<file path="config.mk">
export PLATFORM = sky130hd
export DESIGN_NAME = pe_stream_driver_256
export DESIGN_NICKNAME = d
export VERILOG_FILES = /design/src/rtl/pe_stream_driver_256.sv
export SDC_FILE = /design/constraint.sdc
export NUM_CORES = 1
export LEC_CHECK = 0
export CAP_MARGIN = 20
export CORE_AREA = 2 2 264 266
export CTS_BUF_LIST = sky130_fd_sc_hd__clkbuf_8
export CTS_CLUSTER_SIZE = 12
export DETAILED_ROUTE_END_ITERATION = 8
export DIE_AREA = 0 0 266 268
export HOLD_SLACK_MARGIN = 0.08
export PLACE_DENSITY = 0.4
export SYNTH_ARGS = -nofsm -noshare
export SYNTH_HDL_FRONTEND = slang
export SYNTH_SLANG_ARGS = --single-unit
</file>
<file path="constraint.sdc">
create_clock -name clk -period 2 [get_ports clk]
set_clock_uncertainty 0.1 [all_clocks]
set_input_delay 0.3 -clock clk [delete_from_list [all_inputs] [get_ports clk]]
set_output_delay 0.3 -clock clk [all_outputs]
set_load 0.02 [all_outputs]
</file>
<file path="src/rtl/pe_stream_driver_256.sv">
// Router-side traffic generator/checker for a 256-bit PE wrapper link.
// Issues LFSR-derived request beats one at a time and checks each result for duplicated halves.
module pe_stream_driver_256 #(
    parameter int unsigned NUM_TXN   = 16,
    parameter int unsigned TIMEOUT   = 63,
    parameter logic [31:0] LFSR_SEED = 32'h0000_0001
) (
    input  logic         clk,
    input  logic         reset,
    input  logic         start,
    output logic         m_tvalid,
    output logic [255:0] m_tdata_256,
    input  logic         m_tready,
    input  logic         s_tvalid,
    input  logic [255:0] s_tdata_256,
    output logic         s_tready,
    output logic         busy,
    output logic         done,
    output logic         error,
    output logic [15:0]  txn_count,
    output logic [7:0]   err_count,
    output logic [127:0] last_result
);

    localparam logic [31:0] SeedEff  = (LFSR_SEED == 32'h0) ? 32'h1 : LFSR_SEED;
    localparam logic [15:0] NumTxnW  = 16'(NUM_TXN);
    localparam logic [7:0]  TimeoutW = 8'(TIMEOUT);
    localparam logic [31:0] LfsrTaps = 32'h8020_0003;

    typedef enum logic [1:0] {StIdle, StSend, StWait, StDone} state_e;

    state_e         state_q, state_d;
    logic [31:0]    lfsr_q;
    logic [31:0]    lfsr_next;
    logic [7:0]     wait_cnt_q;
    logic [15:0]    txn_count_q;
    logic [7:0]     err_count_q;
    logic           error_q;
    logic [127:0]   last_result_q;
    logic [255:0]   payload;

    logic           start_ok;
    logic           req_fire;
    logic           rsp_fire;
    logic           timeout_hit;
    logic           completion;
    logic           mismatch;
    logic           run_last;
    logic [15:0]    txn_count_inc;

    always_comb begin
        start_ok      = start && (state_q == StIdle || state_q == StDone);
        req_fire      = (state_q == StSend) && m_tready;
        rsp_fire      = (state_q == StWait) && s_tvalid;
        // A response on the final wait cycle takes priority over the timeout.
        timeout_hit   = (state_q == StWait) && !s_tvalid && (wait_cnt_q == TimeoutW);
        completion    = rsp_fire || timeout_hit;
        mismatch      = rsp_fire && (s_tdata_256[255:128] != s_tdata_256[127:0]);
        txn_count_inc = txn_count_q + 16'd1;
        run_last      = (txn_count_inc == NumTxnW);
        lfsr_next     = lfsr_q[0] ? ((lfsr_q >> 1) ^ LfsrTaps) : (lfsr_q >> 1);
    end

    // Word k of the request is the LFSR rotated left by 4k bits.
    always_comb begin
        payload = '0;
        for (int k = 0; k < 8; k++) begin
            payload[32*k +: 32] = 32'(({lfsr_q, lfsr_q} << (4 * k)) >> 32);
        end
    end

    always_ff @(posedge clk) begin
        if (reset) begin
            state_q <= StIdle;
        end else begin
            state_q <= state_d;
        end
    end

    always_comb begin
        state_d = state_q;
        unique case (state_q)
            StIdle:  if (start_ok) state_d = StSend;
            StSend:  if (req_fire) state_d = StWait;
            StWait:  if (completion) state_d = run_last ? StDone : StSend;
            StDone:  if (start_ok) state_d = StSend;
            default: state_d = StIdle;
        endcase
    end

    always_comb begin
        m_tvalid    = 1'b0;
        s_tready    = 1'b0;
        busy        = 1'b0;
        done        = 1'b0;
        m_tdata_256 = '0;
        unique case (state_q)
            StSend: begin
                m_tvalid    = 1'b1;
                busy        = 1'b1;
                m_tdata_256 = payload;
            end
            StWait: begin
                s_tready = 1'b1;
                busy     = 1'b1;
            end
            StDone:  done = 1'b1;
            default: ;
        endcase
    end

    always_ff @(posedge clk) begin
        if (reset) begin
            lfsr_q        <= SeedEff;
            wait_cnt_q    <= '0;
            txn_count_q   <= '0;
            err_count_q   <= '0;
            error_q       <= 1'b0;
            last_result_q <= '0;
        end else if (start_ok) begin
            lfsr_q      <= SeedEff;
            txn_count_q <= '0;
            err_count_q <= '0;
            error_q     <= 1'b0;
        end else begin
            if (req_fire) begin
                lfsr_q     <= lfsr_next;
                wait_cnt_q <= '0;
            end
            if (completion) begin
                txn_count_q <= txn_count_inc;
                if (rsp_fire) begin
                    last_result_q <= s_tdata_256[127:0];
                end
                if (mismatch || timeout_hit) begin
                    error_q <= 1'b1;
                    if (err_count_q != 8'hFF) begin
                        err_count_q <= err_count_q + 8'd1;
                    end
                end
            end else if (state_q == StWait) begin
                wait_cnt_q <= wait_cnt_q + 8'd1;
            end
        end
    end

    assign error       = error_q;
    assign txn_count   = txn_count_q;
    assign err_count   = err_count_q;
    assign last_result = last_result_q;

endmodule
</file>
==> results of run 1 <==
## cells by family (layout without fill, tap and decap cells)
family,after synthesis,count (layout)
adders and majority gates,8,8
buffers and inverters,300,1014
other,0,10
AOI/OAI and AO/OA,204,204
and+or+nand+nor,510,510
DFF,195,195
xor gates and xnor gates,149,149
muxes,4,4
## cell type report
cell class,count,area [µm²]
Antenna cell,10,25.0
Clock buffer,18,248
Clock inverter,14,203
Fill cell,7247,47000
Inverter,9,36.3
Multi-Input combinational cell,875,5460
Sequential cell,195,3920
Tap cell,882,1100
Timing Repair Buffer,973,10200
## registers in the layout, summed over array words and instances, names as in the netlist
name / cells
state_q: 2
lfsr_q: 32
wait_cnt_q: 8
last_result: 128
txn_count: 16
error: 1
err_count: 8
## worst reg2reg max path, stage by stage, from the launching register on
cell	delay (ns)
dfxtp_2	0.36
inv_2	0.05
ha_4	0.19
buf_6	0.16
buf_4	0.14
buf_4	0.13
and2_2	0.19
buf_4	0.14
o21ai_4	0.17
buf_12	0.14
a21oi_1	0.07
nor2_1	0.07
## layer usage
layer  GRT usage (%)  wire, µm
met3            5.38      4910
met4            3.96      1030
met5               0        46
met1            15.7     21500
met2            28.0     31000
## how the worst max path moves through the flow
stage | from | to | slack [ns] | cells after the start
after floorplan | state_q[0] | last_result[125] | 0.003 | 8
after global placement | s_tdata_256[84] | error | -1.34 | 8
after detailed placement | s_tdata_256[10] | error | -1.33 | 9
after CTS | s_tdata_256[101] | error | -0.45 | 11
after global routing | state_q[1] | m_tdata_256[169] | -0.39 | 6
final | state_q[1] | m_tdata_256[169] | -0.27 | 6
## cell usage after synthesis (all sizes together) (2+ instances only)
| cell | n |
|---|---|
| a31oi | 4 |
| xnor2 | 137 |
| nand4 | 39 |
| buf | 235 |
| and3 | 5 |
| nor3 | 7 |
| or2 | 2 |
| inv | 9 |
| clkbuf | 56 |
| dfxtp | 195 |
| a211oi | 5 |
| or3 | 9 |
| ha | 8 |
| and2 | 36 |
| nor2 | 40 |
| o31ai | 3 |
| a21oi | 174 |
| nand3 | 18 |
| mux2i | 4 |
| o21ai | 11 |
| xor2 | 12 |
| nand2 | 337 |
| and4 | 2 |
| o21a | 2 |
| nor4 | 11 |
## stage by stage
step,cells,hold WS (ns),utilization (%)
finish,2976,0.111,31.0
global route,2972,0.0797,31.0
CTS,2847,0.122,27.8
detailed placement,2813,0.347,26.8
global placement,2813,0.342,26.8
floorplan,1370,0.327,-
## what timing repair did
action	4_1_cts	5_1_grt
buffers inserted	1	26
gates cloned	0	6
pin swaps	14	134
gates resized for setup	891	914
hold buffers	1	93
hold endpoints to repair	13	93
endpoints found under the setup margin	556	571
## report_power, final
part	total (mW)	switching (mW)	internal, mW
clock network	3.14	1.90	1.23
logic	5.28	2.68	2.61
registers	4.30	0.146	4.15
==> results.toml, run 1 <==
[clock_network]
clock_tree.root_cell = "clkbuf_8"
cts_buffers = 17
htreeDepth = 4
cts_tree = "yes"
clk_latency_ns = 0.58
cts_max_path_buffers = 2
clk_pin_slew_ns = 0.13
clkSinkCount = 195

[finish]
syn_to_final_growth_pct = 98.6
final_common_cell = "nand2_1"
nNetsFinal = 2340
final_cell_mix = "nand2_1, dlymetal6s2s_1, buf_4, dfxtp_1, a21oi_1"
design_area_mm2 = 0.0212
layout-drive-gt1-share_pct = 30.4

[synthesis]
ys_top_cells_by_area = "dfxtp_1, buf_4, nand2_1"
synth_top_area_share_pct = 36.6
syn-cell-area_mm2 = 0.0107
synth_fa_ha_area_share_pct = 0.938
synth-compound-area-share_pct = 10.2
synth_mux_area_share_pct = 0.375
ys_ff_latch = 195
synth_edf_count = 0
async_reset_ff_share_pct = 0
yosysSeqAreaShare_pct = 36.6
synth_simple_gate_area_share_pct = 21.1
synth_xor_xnor_area_share_pct = 12.2
ys_types = 42
synth_area_leader_cell = "dfxtp_1"
syn_inst = 1370
avgSynthCellArea_um2 = 7.79
syn-num-nets = 1639
ys.flop_type = "dfxtp_1"
yosysWarnings = 0
synth_top_family_by_area = "simple AND/OR/NAND/NOR gates"

[critical_path]
crit_path_start_kind = "register"
cp_top_family = "buffers and inverters"
crit_arrival_ns = 1.87
reg2reg_from = "state_q[1]"
r2r_end = "wait_cnt_q[5]"
crit_slowest_cell = "dfxtp_2"
cpMostUsedCell = "buf_12"
slowest_delay_ns = 0.35
worstPathRequired_ns = 1.60
endpoint_kind = "primary output"
reg2reg_slack_ns = 0.03
worst-path-buf-inv = 4
reg2reg_depth = 11
path_max_fanout = 15
crit_type = "reg2out"
cp_cell_sequence = "inv_2 > ha_4 > buf_12 > and2_4 > buf_12 > clkdlybuf4s15_2"

[floorplanning]
dieArea_mm2 = 0.0713
ios = 674
rows = 96
core_mm2 = 0.0682
die_h_um = 268
initial_core_util_pct = 15.6
fp.dieW_um = 266

[sta]
fin_ws_ns = -0.275
max_slew_margin_pct = 67.0
fin_crit_sh_pct = 114
rsz0062_at_grt = "yes"
hold_viol = 0
setup_tns_ns = -48.71
worst_slew_pin_slew_ns = 0.495
setup_violations = 265
max_freq_ghz = 0.440
slew_viol_final = 0
period_minus_slack_ns = 2.27

[power]
finalPower_mw = 12.7
power_leakage_nw = 12.0
p_per_area_mw_per_mm2 = 601
peakVddDrop_v = 0.000447

[detailed_routing]
wl_um = 58500
wl_per_cell_um = 19.7
viasPerCell = 3.90
drt_first_pass_iters = 4
ant_nets = 0
drc_errors = 0
vias = 11600
drt_iter0_markers = 382

[global_routing]
gr-usage-all-layers_pct = 15.0
antenna_found_initial = 22
grt_max_degree = 77
grt_pass1_wl_um = 76300
overflow = 0
grt_pass1_vias = 10800

[outcome]
outcome = "finished with violations"
violations = "negative setup slack"

[place]
place_hpwl_um = 45400
place.gp.congestion = 0.797
port_buffers = 673
dp_slack_ns = -1.33
place_area_mm2 = 0.0183

[hold_path]
hold_path_class = "in2reg"
hold_path_end = "last_result[1]"
hold_depth = 4
hp-start = "s_tdata_256[1]"

[flow_run]
maxCapViolations = 0
No activity file was read; power rests on OpenSTA's default activity.
==> run 2, diff against run 1 <==
ABC_AREA = 1   (was not set)
CORE_AREA = 2 2 260 262   (was 2 2 264 266)
DIE_AREA = 0 0 262 264   (was 0 0 266 268)
PLACE_DENSITY = 0.41   (was 0.4)
clock period = 2.1 ns   (was 2 ns; I/O delays follow)
==> results.toml, run 2 <==
[finish]
layout-drive-gt1-share_pct = 29.0
largest_reg_flops = 128
nNetsFinal = 2529
final_cell_mix = "clkdlybuf4s50_1, buf_6, nand2_1, nor2_1, dfxtp_1"
final_common_cell = "clkdlybuf4s50_1"
syn_to_final_growth_pct = 90.9
fin_cells = 3153

[sta]
max_slew_margin_pct = 69.9
slew_viol_final = 0
period_minus_slack_ns = 2.34
max_freq_ghz = 0.427
hold_viol = 0
setup_tns_ns = -34.15
worst_slew_pin_slew_ns = 0.451
fin_crit_sh_pct = 111
rsz0062_at_grt = "yes"
fin_ws_ns = -0.241
setup_violations = 252

[place]
dp_cells = 3014
place.gp.congestion = 0.828
dp_slack_ns = -0.893
place_hpwl_um = 42400
port_buffers = 673

[clock_network]
clk_pin_slew_ns = 0.12
clock_tree.root_cell = "clkbuf_8"
cts_buffers = 17
cts_tree = "yes"
clk_latency_ns = 0.59
clkSinkCount = 195
cts_max_path_buffers = 2
htreeDepth = 4

[global_routing]
grt_pass1_vias = 11900
grt_pass1_wl_um = 76100
antenna_found_initial = 12
gr-usage-all-layers_pct = 15.1
overflow = 0
grt_max_degree = 62

[synthesis]
syn-cell-area_mm2 = 0.0112
synth_top_area_share_pct = 34.8
syn-num-nets = 1881
syn_inst = 1612
synth_edf_count = 0
yosysSeqAreaShare_pct = 34.8
yosysWarnings = 0
synth_area_leader_cell = "dfxtp_1"
ys_ff_latch = 195
ys.flop_type = "dfxtp_1"
avgSynthCellArea_um2 = 6.96
ys_top_cells_by_area = "dfxtp_1, buf_4, nand2_1"
synth_common_cells = "nand2_1, nor2_1, buf_4"
ys_types = 35
async_reset_ff_share_pct = 0
yosysMostFrequentCell = "nand2_1"

[critical_path]
crit_type = "reg2out"
path_max_fanout = 8
reg2reg_depth = 12
crit_arrival_ns = 1.93
endpoint_kind = "primary output"
worstPathRequired_ns = 1.68
crit_path_start_kind = "register"

[detailed_routing]
wl_per_cell_um = 17.5
drt_first_pass_iters = 5
ant_nets = 0
drc_errors = 0
wl_um = 55000
viasPerCell = 3.88
drt_iter0_markers = 330
vias = 12200

[floorplanning]
initial_core_util_pct = 16.8
rows = 95
fp.dieW_um = 262
die_h_um = 264
ios = 674
dieArea_mm2 = 0.0692
core_mm2 = 0.0666

[power]
power_leakage_nw = 9.62
peakVddDrop_v = 0.000426
p_per_area_mw_per_mm2 = 656

[outcome]
outcome = "finished with violations"
violations = "negative setup slack"

[flow_run]
maxCapViolations = 0

[hold_path]
hold_path_class = "in2reg"
hold_depth = 3
==> run 2: changes by cell type after synthesis, moves of 10 or more <==
| cell | change |
|---|---|
| nor2_1 | +209 |
| o21ai_0 | +147 |
| inv_1 | +137 |
| a21oi_1 | -82 |
| xnor2_1 | -39 |
| nand2_1 | -37 |
| and2_1 | -36 |
| nand4_1 | -21 |
| nor4_1 | -10 |
==> run 2: kinds of logic (layout without fill, tap and decap cells) <==
family	Yosys count	after routing	share of synthesized area, %
AO/OA/AOI/OAI	262	262	12.0
XOR/XNOR	111	111	8.67
adder cells (fa/ha/maj)	8	8	0.893
buffers and inverters	435	1096	22.3
flip-flops	195	195	34.8
other	0	7	0
AND/OR/NAND/NOR	601	601	21.4
==> run 2: worst paths after layout <==
check,from,to,slack [ns]
hold reg to reg,wait_cnt_q[1],wait_cnt_q[1],0.38
setup / recovery,state_q[1],m_tdata_256[74],-0.24
hold / removal,s_tdata_256[26],last_result[26],0.14
setup reg to reg,state_q[0],last_result[91],0.10
==> run 2: power by group <==
group | internal (mW) | switching (mW)
clock | 1.06 | 1.72
combinational | 3.30 | 3.50
sequential | 4.18 | 0.294
==> run 2: what timing repair did <==
action                                  CTS  global route
cloned                                    3             7
setup endpoints to repair               376           376
hold buffers                              0             2
gates resized for setup                1726           218
endpoints found under the hold margin     0             2
pin swaps                                 7            23
buffers inserted                         79            19
==> run 2: cell type report <==
| cell class | instances | area (µm²) |
|---|---|---|
| Fill cell | 6966 | 45200 |
| Multi-Input combinational cell | 982 | 5420 |
| Sequential cell | 195 | 3910 |
| Timing Repair Buffer | 915 | 9690 |
| Inverter | 149 | 852 |
| Clock buffer | 19 | 262 |
| Clock inverter | 13 | 159 |
| Antenna cell | 7 | 17.5 |
| Tap cell | 873 | 1090 |
==> run 2: critical path, stage by stage (launching register included) <==
cell and delay (ns):
dfxtp_2 0.35, inv_2 0.05, ha_4 0.16, buf_4 0.13, buf_12 0.15, buf_12 0.13
nand2_8 0.07, inv_8 0.05, buf_4 0.13, buf_6 0.12
==> run 2: through the flow <==
stage / area (µm²) / utilization (%) / hold slack [ns] / power [mW]
after floorplan: 11200 / - / 0.284 / 6.89
after global placement: 18500 / 27.8 / 0.368 / 9.82
after detailed placement: 18500 / 27.8 / 0.371 / 9.83
after CTS: 20200 / 30.3 / 0.136 / 13.7
after global routing: 21400 / 32.1 / 0.0883 / 14.9
final: 21400 / 32.2 / 0.145 / 14.0
==> run 2: routing by layer <==
metal	GRT usage [%]	vias to the layer above	routed length, µm
met2	27.8	476	29200
met4	5.28	6	1260
met3	6.16	60	5000
met5	0	-	38
met1	15.1	5595	19600
li1	-	6111	-
==> run 3, diff against run 2 <==
GPL_TIMING_DRIVEN = 0   (was not set)
==> results.toml, run 3 (synthesis results as in run 2) <==
[global_routing]
antenna_found_initial = 6
met3_usage_pct = 5.86
top_usage_layer = "met2"
grt_max_degree = 20
gr-usage-all-layers_pct = 16.3
grtUsageMet2_pct = 31.4
overflow = 0
grt_pass1_wl_um = 81600
grt_pass1_vias = 12400
use_met1_pct = 16.3

[place]
dp_slack_ns = -1.11
port_buffers = 673
place_area_mm2 = 0.0190
place_hpwl_um = 46900
dp_cells = 3158
place.gp.congestion = 0.813

[sta]
setup_tns_ns = -57.98
max_slew_margin_pct = 56.3
holdWs_ns = 0.177
setup_violations = 285
rsz0062_at_grt = "yes"
fin_crit_sh_pct = 118
hold_viol = 0
fin_ws_ns = -0.382
max_freq_ghz = 0.403
period_minus_slack_ns = 2.48
worst_slew_pin_slew_ns = 0.655
slew_viol_final = 0

[finish]
nNetsFinal = 2634
fin_util_pct = 31.0
syn_to_final_growth_pct = 84.0
design_area_mm2 = 0.0206
largest_reg_flops = 128
final_cell_mix = "clkdlybuf4s50_1, buf_4, nand2_1, nor2_1, dfxtp_1"
final_common_cell = "clkdlybuf4s50_1"
fin_cells = 3252
layout-drive-gt1-share_pct = 29.9

[outcome]
violations = "negative setup slack"
outcome = "finished with violations"

[power]
power_leakage_nw = 9.70
peakVddDrop_v = 0.000370
p_per_area_mw_per_mm2 = 642
finalPower_mw = 13.2

[critical_path]
reg2reg_from = "state_q[1]"
crit_arrival_ns = 2.07
reg2reg_depth = 9
cp_top_family = "buffers and inverters"
worstPathRequired_ns = 1.68
crit_path_start_kind = "register"
cp_cell_sequence = "inv_2 > ha_4 > buf_12 > clkbuf_16 > nand2_4 > clkinvlp_4 > buf_6 > buf_6 > buf_6"
crit_type = "reg2out"
path_max_fanout = 7
r2r_end = "lfsr_q[31]"
slowest_delay_ns = 0.35
worst-path-buf-inv = 7
reg2reg_slack_ns = -0.08
endpoint_kind = "primary output"
cpMostUsedCell = "buf_6"
crit_slowest_cell = "dfxtp_2"

[detailed_routing]
viasPerCell = 3.82
drt_first_pass_iters = 7
ant_nets = 0
drt_iter0_markers = 470
vias = 12400
wl_per_cell_um = 17.8
drc_errors = 0
wl_um = 57800

[floorplanning]
core_mm2 = 0.0666
initial_core_util_pct = 16.8
rows = 95
ios = 674
dieArea_mm2 = 0.0692
fp.dieW_um = 262
die_h_um = 264

[clock_network]
clkSinkCount = 195
cts_max_path_buffers = 2
htreeDepth = 4
clk_latency_ns = 0.57
clk_pin_slew_ns = 0.11
cts_buffers = 17
cts_tree = "yes"
cts_hold_buf = 0
clock_tree.root_cell = "clkbuf_8"

[hold_path]
hp-start = "s_tdata_256[91]"
hold_depth = 3
hold_path_end = "last_result[91]"
hold_path_class = "in2reg"

[flow_run]
maxCapViolations = 0
## run 3: cell types whose count changed in the layout (fill, tap and decap cells not counted), moves of 10 or more
cell | previous run | this run
buf_4 | 167 | 289
buf_6 | 266 | 178
buf_2 | 0 | 50
buf_12 | 31 | 8
buf_8 | 26 | 4
clkbuf_1 | 0 | 20
clkbuf_4 | 0 | 18
clkbuf_2 | 0 | 17
nand2_8 | 21 | 5
inv_8 | 21 | 8
nand2_1 | 262 | 275
clkdlybuf4s15_2 | 1 | 11
dlymetal6s2s_1 | 10 | 0
## run 3: worst max-delay path by stage
| stage | slack (ns) | cells after the start | endpoint | from |
|---|---|---|---|---|
| after floorplan | 0.04 | 6 | m_tdata_256[100] | state_q[0] |
| after global placement | -1.08 | 8 | last_result[122] | start |
| after detailed placement | -1.11 | 9 | last_result[122] | state_q[0] |
| after CTS | -0.47 | 9 | m_tdata_256[94] | state_q[1] |
| after global routing | -0.47 | 9 | m_tdata_256[127] | state_q[1] |
| final | -0.38 | 9 | m_tdata_256[202] | state_q[1] |
## run 3: area by class of cell
cell class / instances / area (µm²)
fillers: 7164 / 45900
repair buffers: 746 / 7110
multi-input cells: 983 / 5140
flip-flops and latches: 195 / 3910
plain buffers: 273 / 2230
well taps: 873 / 1090
inverters: 149 / 688
clock buffers: 18 / 248
clock inverters: 14 / 220
diodes: 1 / 2.50
## run 3: power by group
group          total, mW  internal (mW)  switching (mW)
Sequential          4.48           4.18           0.298
Clock               3.05           1.37            1.67
Combinational       5.72           2.60            3.12
## run 3: worst register-to-register path, stage by stage, from the launching register on
cell,delay (ns)
dfxtp_2,0.35
inv_2,0.05
ha_4,0.16
buf_12,0.14
buf_4,0.13
buf_4,0.13
nand2_1,0.30
inv_1,0.23
clkbuf_2,0.25
a211oi_1,0.27
## run 3: metal layers
layer	routed length (µm)	part of all wire, %
met5	27	0.047
met2	30800	53
met4	960	1.7
met3	5230	9.1
met1	20800	36
## run 3: what timing repair did
action                     in CTS  in global routing
gates resized for setup      1496                177
pin swaps                      13                  0
cloned                          4                  0
setup endpoints to repair     485                360
setup buffers                  60                 13
